<file path="config.mk">
export PLATFORM = sky130hd
export DESIGN_NAME = prog_delay_line
export DESIGN_NICKNAME = d
export VERILOG_FILES = /design/src/rtl/dline_pkg.sv /design/src/rtl/dline_ram.sv /design/src/rtl/prog_delay_line.sv
export SDC_FILE = /design/constraint.sdc
export NUM_CORES = 1
export LEC_CHECK = 0
export CAP_MARGIN = 20
export CORE_MARGIN = 1
export CORE_UTILIZATION = 55
export DETAILED_ROUTE_END_ITERATION = 10
export PLACE_DENSITY = 0.77
export SYNTH_ARGS = -nofsm -noshare
export SYNTH_HDL_FRONTEND = slang
export SYNTH_SLANG_ARGS = --single-unit
</file>
<file path="constraint.sdc">
create_clock -name clk -period 11.5 [get_ports clk]
set_input_delay 1.15 -clock clk [delete_from_list [all_inputs] [get_ports clk]]
set_output_delay 1.15 -clock clk [all_outputs]
set_load 0.03 [all_outputs]
</file>
<file path="src/rtl/dline_pkg.sv">
// +----------------------------------------------------------------------------+
// | dline_pkg : shared helpers for prog_delay_line (parity, pointer arithmetic)|
// | Revision  : 1.0                                                            |
// +----------------------------------------------------------------------------+
`default_nettype none

package dline_pkg;

  localparam int DLINE_DEPTH_DEFAULT = 16;
  // Widest channel the parity helper covers; narrower words are zero-extended.
  localparam int PAR_MAXW = 64;

  function automatic logic even_par(input logic [PAR_MAXW-1:0] d);
    return ^d;
  endfunction

  // (a - b) mod depth, for a < depth and b < depth.
  function automatic int unsigned ptr_sub(input int unsigned a,
                                          input int unsigned b,
                                          input int unsigned depth);
    return (a >= b) ? (a - b) : (a + depth - b);
  endfunction

endpackage

`default_nettype wire

</file>
<file path="src/rtl/dline_ram.sv">
// +----------------------------------------------------------------------------+
// | dline_ram : DEPTH-entry buffer, synchronous write, asynchronous read       |
// | Revision  : 1.0                                                            |
// +----------------------------------------------------------------------------+
`default_nettype none

module dline_ram #(
  parameter int DEPTH  = 16,
  parameter int WORD_W = 32,
  parameter int AW     = 4
) (
  input  logic              clk,
  input  logic              we_i,
  input  logic [AW-1:0]     waddr_i,
  input  logic [WORD_W-1:0] wdata_i,
  input  logic [AW-1:0]     raddr_i,
  output logic [WORD_W-1:0] rdata_o
);

  logic [WORD_W-1:0] mem_q [DEPTH];

  always_ff @(posedge clk) begin
    if (we_i) mem_q[waddr_i] <= wdata_i;
  end

  assign rdata_o = mem_q[raddr_i];

endmodule

`default_nettype wire

</file>
<file path="src/rtl/prog_delay_line.sv">
// +----------------------------------------------------------------------------+
// | prog_delay_line : multi-channel programmable delay line (1..DEPTH cycles)  |
// | Optional per-channel parity storage/check with `DLINE_PARITY_EN.           |
// | Revision        : 1.0                                                      |
// +----------------------------------------------------------------------------+
`default_nettype none

module prog_delay_line
  import dline_pkg::*;
#(
  parameter int WIDTH = 8,
  parameter int NCH   = 4,
  parameter int DEPTH = DLINE_DEPTH_DEFAULT,
  parameter int DW    = $clog2(DEPTH + 1)
) (
  input  logic                 clk,
  input  logic                 rstb,
  input  logic                 en,
  input  logic [NCH*WIDTH-1:0] din,
  input  logic                 dly_load,
  input  logic [DW-1:0]        dly_val,
  output logic [NCH*WIDTH-1:0] dout,
  output logic                 dout_vld,
  output logic                 cfg_err,
  output logic                 par_err
);

  localparam int DATA_W = NCH * WIDTH;
  localparam int AW     = $clog2(DEPTH);
`ifdef DLINE_PARITY_EN
  localparam int WORD_W = DATA_W + NCH;
`else
  localparam int WORD_W = DATA_W;
`endif
  localparam logic [DW-1:0] ONE     = DW'(1);
  localparam logic [DW-1:0] DEPTH_C = DW'(DEPTH);
  localparam logic [AW-1:0] LAST    = AW'(DEPTH - 1);

  logic [AW-1:0]     wptr_q, wptr_d;
  logic [DW-1:0]     fill_q, fill_d;
  logic [DW-1:0]     dly_q, dly_d;
  logic [DATA_W-1:0] dout_q, dout_d;
  logic              vld_q, vld_d;
  logic              cfg_q, cfg_d;

  logic              dly_legal;
  logic [DW-1:0]     d_eff;
  logic [AW-1:0]     raddr;
  logic [WORD_W-1:0] wr_word, rd_word;

  // A load takes effect on the same edge, so every read-side decision uses d_eff.
  assign dly_legal = (dly_val != '0) && (dly_val <= DEPTH_C);
  assign d_eff     = dly_load ? (dly_legal ? dly_val : ONE) : dly_q;
  assign raddr     = AW'(ptr_sub(32'(wptr_q), 32'(d_eff) - 32'd1, DEPTH));

  dline_ram #(
    .DEPTH  (DEPTH),
    .WORD_W (WORD_W),
    .AW     (AW)
  ) u_ram (
    .clk     (clk),
    .we_i    (en),
    .waddr_i (wptr_q),
    .wdata_i (wr_word),
    .raddr_i (raddr),
    .rdata_o (rd_word)
  );

  always_comb begin
    wptr_d = wptr_q;
    fill_d = fill_q;
    dly_d  = d_eff;
    dout_d = dout_q;
    vld_d  = vld_q;
    cfg_d  = cfg_q | (dly_load & ~dly_legal);
    if (dly_load) fill_d = '0;
    if (en) begin
      wptr_d = (wptr_q == LAST) ? '0 : wptr_q + AW'(1);
      if (dly_load)            fill_d = ONE;
      else if (fill_q < d_eff) fill_d = fill_q + ONE;
      dout_d = (d_eff == ONE) ? din : rd_word[DATA_W-1:0];
    end
    if (en || dly_load) vld_d = (fill_d >= d_eff);
  end

  always_ff @(posedge clk) begin
    if (!rstb) begin
      wptr_q <= '0;
      fill_q <= '0;
      dly_q  <= ONE;
      dout_q <= '0;
      vld_q  <= 1'b0;
      cfg_q  <= 1'b0;
    end else begin
      wptr_q <= wptr_d;
      fill_q <= fill_d;
      dly_q  <= dly_d;
      dout_q <= dout_d;
      vld_q  <= vld_d;
      cfg_q  <= cfg_d;
    end
  end

`ifdef DLINE_PARITY_EN
  logic [NCH-1:0] wpar, rbad;
  logic           par_hit_q, par_hit_d;
  logic           perr_q, perr_d;

  for (genvar c = 0; c < NCH; c++) begin : g_par
    assign wpar[c] = even_par(PAR_MAXW'(din[c*WIDTH +: WIDTH]));
    assign rbad[c] = even_par(PAR_MAXW'(rd_word[c*WIDTH +: WIDTH])) != rd_word[DATA_W+c];
  end

  assign wr_word = {wpar, din};

  // Mismatch is captured with the read, then folded into the sticky flag an edge later.
  always_comb begin
    par_hit_d = en && (d_eff != ONE) && (|rbad);
    perr_d    = perr_q | par_hit_q;
  end

  always_ff @(posedge clk) begin
    if (!rstb) begin
      par_hit_q <= 1'b0;
      perr_q    <= 1'b0;
    end else begin
      par_hit_q <= par_hit_d;
      perr_q    <= perr_d;
    end
  end

  assign par_err = perr_q;
`else
  assign wr_word = din;
  assign par_err = 1'b0;
`endif

  assign dout     = dout_q;
  assign dout_vld = vld_q;
  assign cfg_err  = cfg_q;

endmodule

`default_nettype wire

</file>
==> summary.md <==
The flow ran to the end, and the final reports show no timing, DRC or antenna violations. The share of the synthesized area in the top cell type is 69.0%. Along the worst path, the maximum fanout reaches 68.

The tools report the first-pass GRT wire length as 72,300 um. The total number of vias came out at 11,458. When the netlist entered floorplanning its net count stood at 1,183. In this run the standard cell core region covers 39,800 um^2. The initial antenna violation count was 1. The measured slew at the worst slew-check pin was 1.10 ns. For the die area, the log shows 41,300 um^2.

The switching power share of the total came out at 24.1%. Once the clock tree was built, the setup fixing pass inserted 0 buffers. Relative max-transition margin: 26.5%. In the global route stage, overall resource usage came out at 23.9%. After detailed routing, the number of vias per cell comes to 6.46.

Relative to the synthesized area, the layout overhead comes to 13.8%. Adding up every negative setup slack in the final design gives 0 ns. The longest clock path from root to sink contains 3 buffers.

After clock tree synthesis, the flow added hold-fix buffers numbering 0. The post-route cell area is 25,400 um^2, and the number of instances on the worst hold path is 2. The path class of the tightest hold or removal check is reg2reg.

The width of the die is 203 um, and the number of levels in the clock H-tree is 2. The commonest register cell after synthesis was edfxtp_1. Startpoint type of the worst setup path: an input port. The register area share after synthesis was 73.3%. The final cell utilization of the core came out at 63.7%.

The initial core utilization is 55.9%, and the power density of the placed cells is 183 nW/um^2. The run gives 11,641 as the number of global-route vias before repair. Yosys printed 0 warnings. For the overall power, the log shows 4.65 mW. Counting every sink on the clock net gives 560.

The share of total power in combinational logic is 14.0%. After synthesis, the netlist uses 55 different library cells. The share of total power dissipated in the clock network is 36.9%.

For the worst setup path, the data required time is 11.95 ns. In this run the mean area of a mapped cell was 19.8 um^2. The top cell types in the final layout, fill and taps aside, are 512 x edfxtp_1, 128 x mux4_2, 72 x clkdlybuf4s50_1.

The tools report the total setup violations reported at the end of the flow as 0. Root buffer selected by CTS: clkbuf_16. The post-cts repair resize count is 0, and the clock network latency to the later pin of the worst-skew pair is 0.59 ns. The async set-or-reset flop fraction in the synthesized netlist is 0%. TritonCTS built the clock tree. The number of placement rows came out at 73. Setup repair after global routing left no endpoint under its margin.

Counting every instance in the synthesized netlist gives 1,125. The slowest stage of the critical path belongs to the cell fa_4. For the final database, setup skew stands at 0.0173 ns. The kind of end point of the critical path was a register.

The layout has 2,760 filler cells. The time the final worst path needs with I/O delays and setup works out to 6.25 ns. For this run, the number of standard cells in the final layout without fillers is 1,773. The number of cells traversed by the worst register-to-register path is 9.

The leading cell type in the layout, fill and taps excluded is edfxtp_1. Counting stages on the worst path, the most repeated cell is ha_1. The worst path uses 54.4% of the clock period. The power spent charging and discharging nets was 1.12 mW. The synthesized design contains 512 enable-type register cells. In this run the count of I/O pins placed on the die edge is 76. For the DRC violation total after the first TritonRoute iteration, the log shows 1,139. Across the VDD grid, the largest voltage drop is 0.121 mV.

For the total grt overflow, the log shows 0. The tools report the count of pins over their slew limit as 0. Before CTS, the worst setup slack after placement is 4.68 ns. After layout, the worst setup slack is 5.25 ns. The post-route antenna net violation count is 0.

Cell internal power was estimated by the tool at 3.53 mW. On the critical path the largest part of the delay comes from adder cells. The wire-length estimate of the detail-placed layout is 24,400 um. The number of antenna cells inserted is 0.

The critical path goes through clkdlybuf4s50_1, nor4_1, ha_1, nor3b_1, or2_2, inv_1, ha_1, fa_4, buf_4, mux4_2, nor2b_1, a211oi_1, a211oi_2. The vertical extent of the die was 203 um; the residual DRC count was 0. TritonCTS created 54 clock buffers. In this run the cell area of the synthesized design comes to 22,300 um^2. The number of iterations in the first detailed-routing pass is 5, and the count of buffers from port buffering is 74.

The logic depth of the worst path, buffers included is 13, and the maximum clock rate is 160 MHz. In the final routed layout, each cell accounts on average for 27.1 um. The tools report the number of nets at the end of the flow as 1,263. The final layout contains routed wiring with a total length of 48,000 um. In this design, the stage delay of the slowest critical-path cell is 1.48 ns.

The sequential share of power was 49.0%; the sequential cell area was 16,300 um^2. Data arrives at the worst endpoint at 6.70 ns. The minimum hold slack is 0.517 ns. Including well taps, the total number of placed cells is 1,672.

Cells with a size suffix above 1 make up 23.3% of the layout. By area the synthesized netlist is led by edfxtp_1 69%, mux4_2 13%, dfxtp_1 4.3%. Entering global routing, the biggest net connects 105 pins. At the end of routability-driven placement, the weighted congestion stood at 0.717. For the reported leakage power, the log shows 8.16 nW. The post-place instance area was 23,600 um^2; the post-CTS clock slew at the launch and capture registers of the worst setup and hold paths was 0.06 ns.

Of all cell types, the one taking the most synthesized area is edfxtp_1. The synthesized design contains 560 register bits. The worst setup path is of the in2reg kind. The run gives 0 as the final hold violation count. The critical path contains buffers and inverters numbering 3 combined. In the final layout, the multi-input gates occupy 5670 um^2.

Max-cap violations in this run came to 0.
[final cells by class]
cell class | count | share of cell area, %
flip-flops and latches | 560 | 64.4
inverters | 8 | 0.118
multi-input cells | 486 | 22.4
clock inverters | 17 | 0.602
repair buffers | 95 | 3.68
well taps | 525 | 2.59
clock buffers | 82 | 6.22
[cells in the mapped netlist, types with 2 or more instances]
library cell	instances
mux4_2	128
a211oi_1	34
inv_1	8
nand2b_1	6
and2_1	19
a21o_1	4
o21ai_0	2
buf_6	5
a211oi_2	30
clkbuf_1	51
mux2_1	2
nor3_1	4
o31ai_1	2
xnor2_1	3
ha_1	16
buf_2	14
nand3_1	5
mux2i_1	35
o221ai_1	32
nand2_1	36
dfxtp_1	48
nor2b_1	44
nor2_1	13
a21oi_1	39
edfxtp_1	512
nand4_1	2
a21boi_1	2
or2_2	2
[final timing paths]
check             start      end  slack, ns
max          dly_val[1]  dout[9]       5.25
min             cfg_err  cfg_err       0.52
max reg2reg    dly_q[1]  dout[9]       6.75
min reg2reg     cfg_err  cfg_err       0.52
[tightest hold or removal path, stage by stage (launching register included)]
cell,delay [ns]
dfxtp_1,0.34
a21oi_1,0.05
nor2b_1,0.10
[sequential cells by signal (all words and copies together) (netlist names)]
| name | cells |
|---|---|
| u_ram.mem_q | 512 |
| dly_q | 5 |
| fill_q | 5 |
| wptr_q | 4 |
| dout | 32 |
| cfg_err | 1 |
| dout_vld | 1 |
[kinds of logic after synthesis]
| logic type | share of synthesized area (%) |
|---|---|
| AOI/OAI and AO/OA | 5.88 |
| xor gates and xnor gates | 0.157 |
| adders and majority gates | 0.988 |
| buffers and inverters | 1.59 |
| DFF | 73.3 |
| muxes | 14.6 |
| other | 0.0168 |
| and+or+nand+nor | 3.43 |
[routing by layer]
layer	part of all wire (%)	wire length, um	track usage, %
met4	2.0	958	6.98
met2	49	23400	38.5
met3	8.7	4150	4.38
met5	0.035	17	0
met1	41	19400	33.6
[power groups by stage]
stage	Sequential [mW]	Combinational, mW	Clock (mW)
detailed placement	2.32	0.650	0
CTS	2.28	0.652	1.74
global placement	2.32	0.638	0
floorplan	2.35	0.425	0
global route	2.28	0.696	1.82
finish	2.28	0.651	1.72
Power figures use the tool's default switching activity.
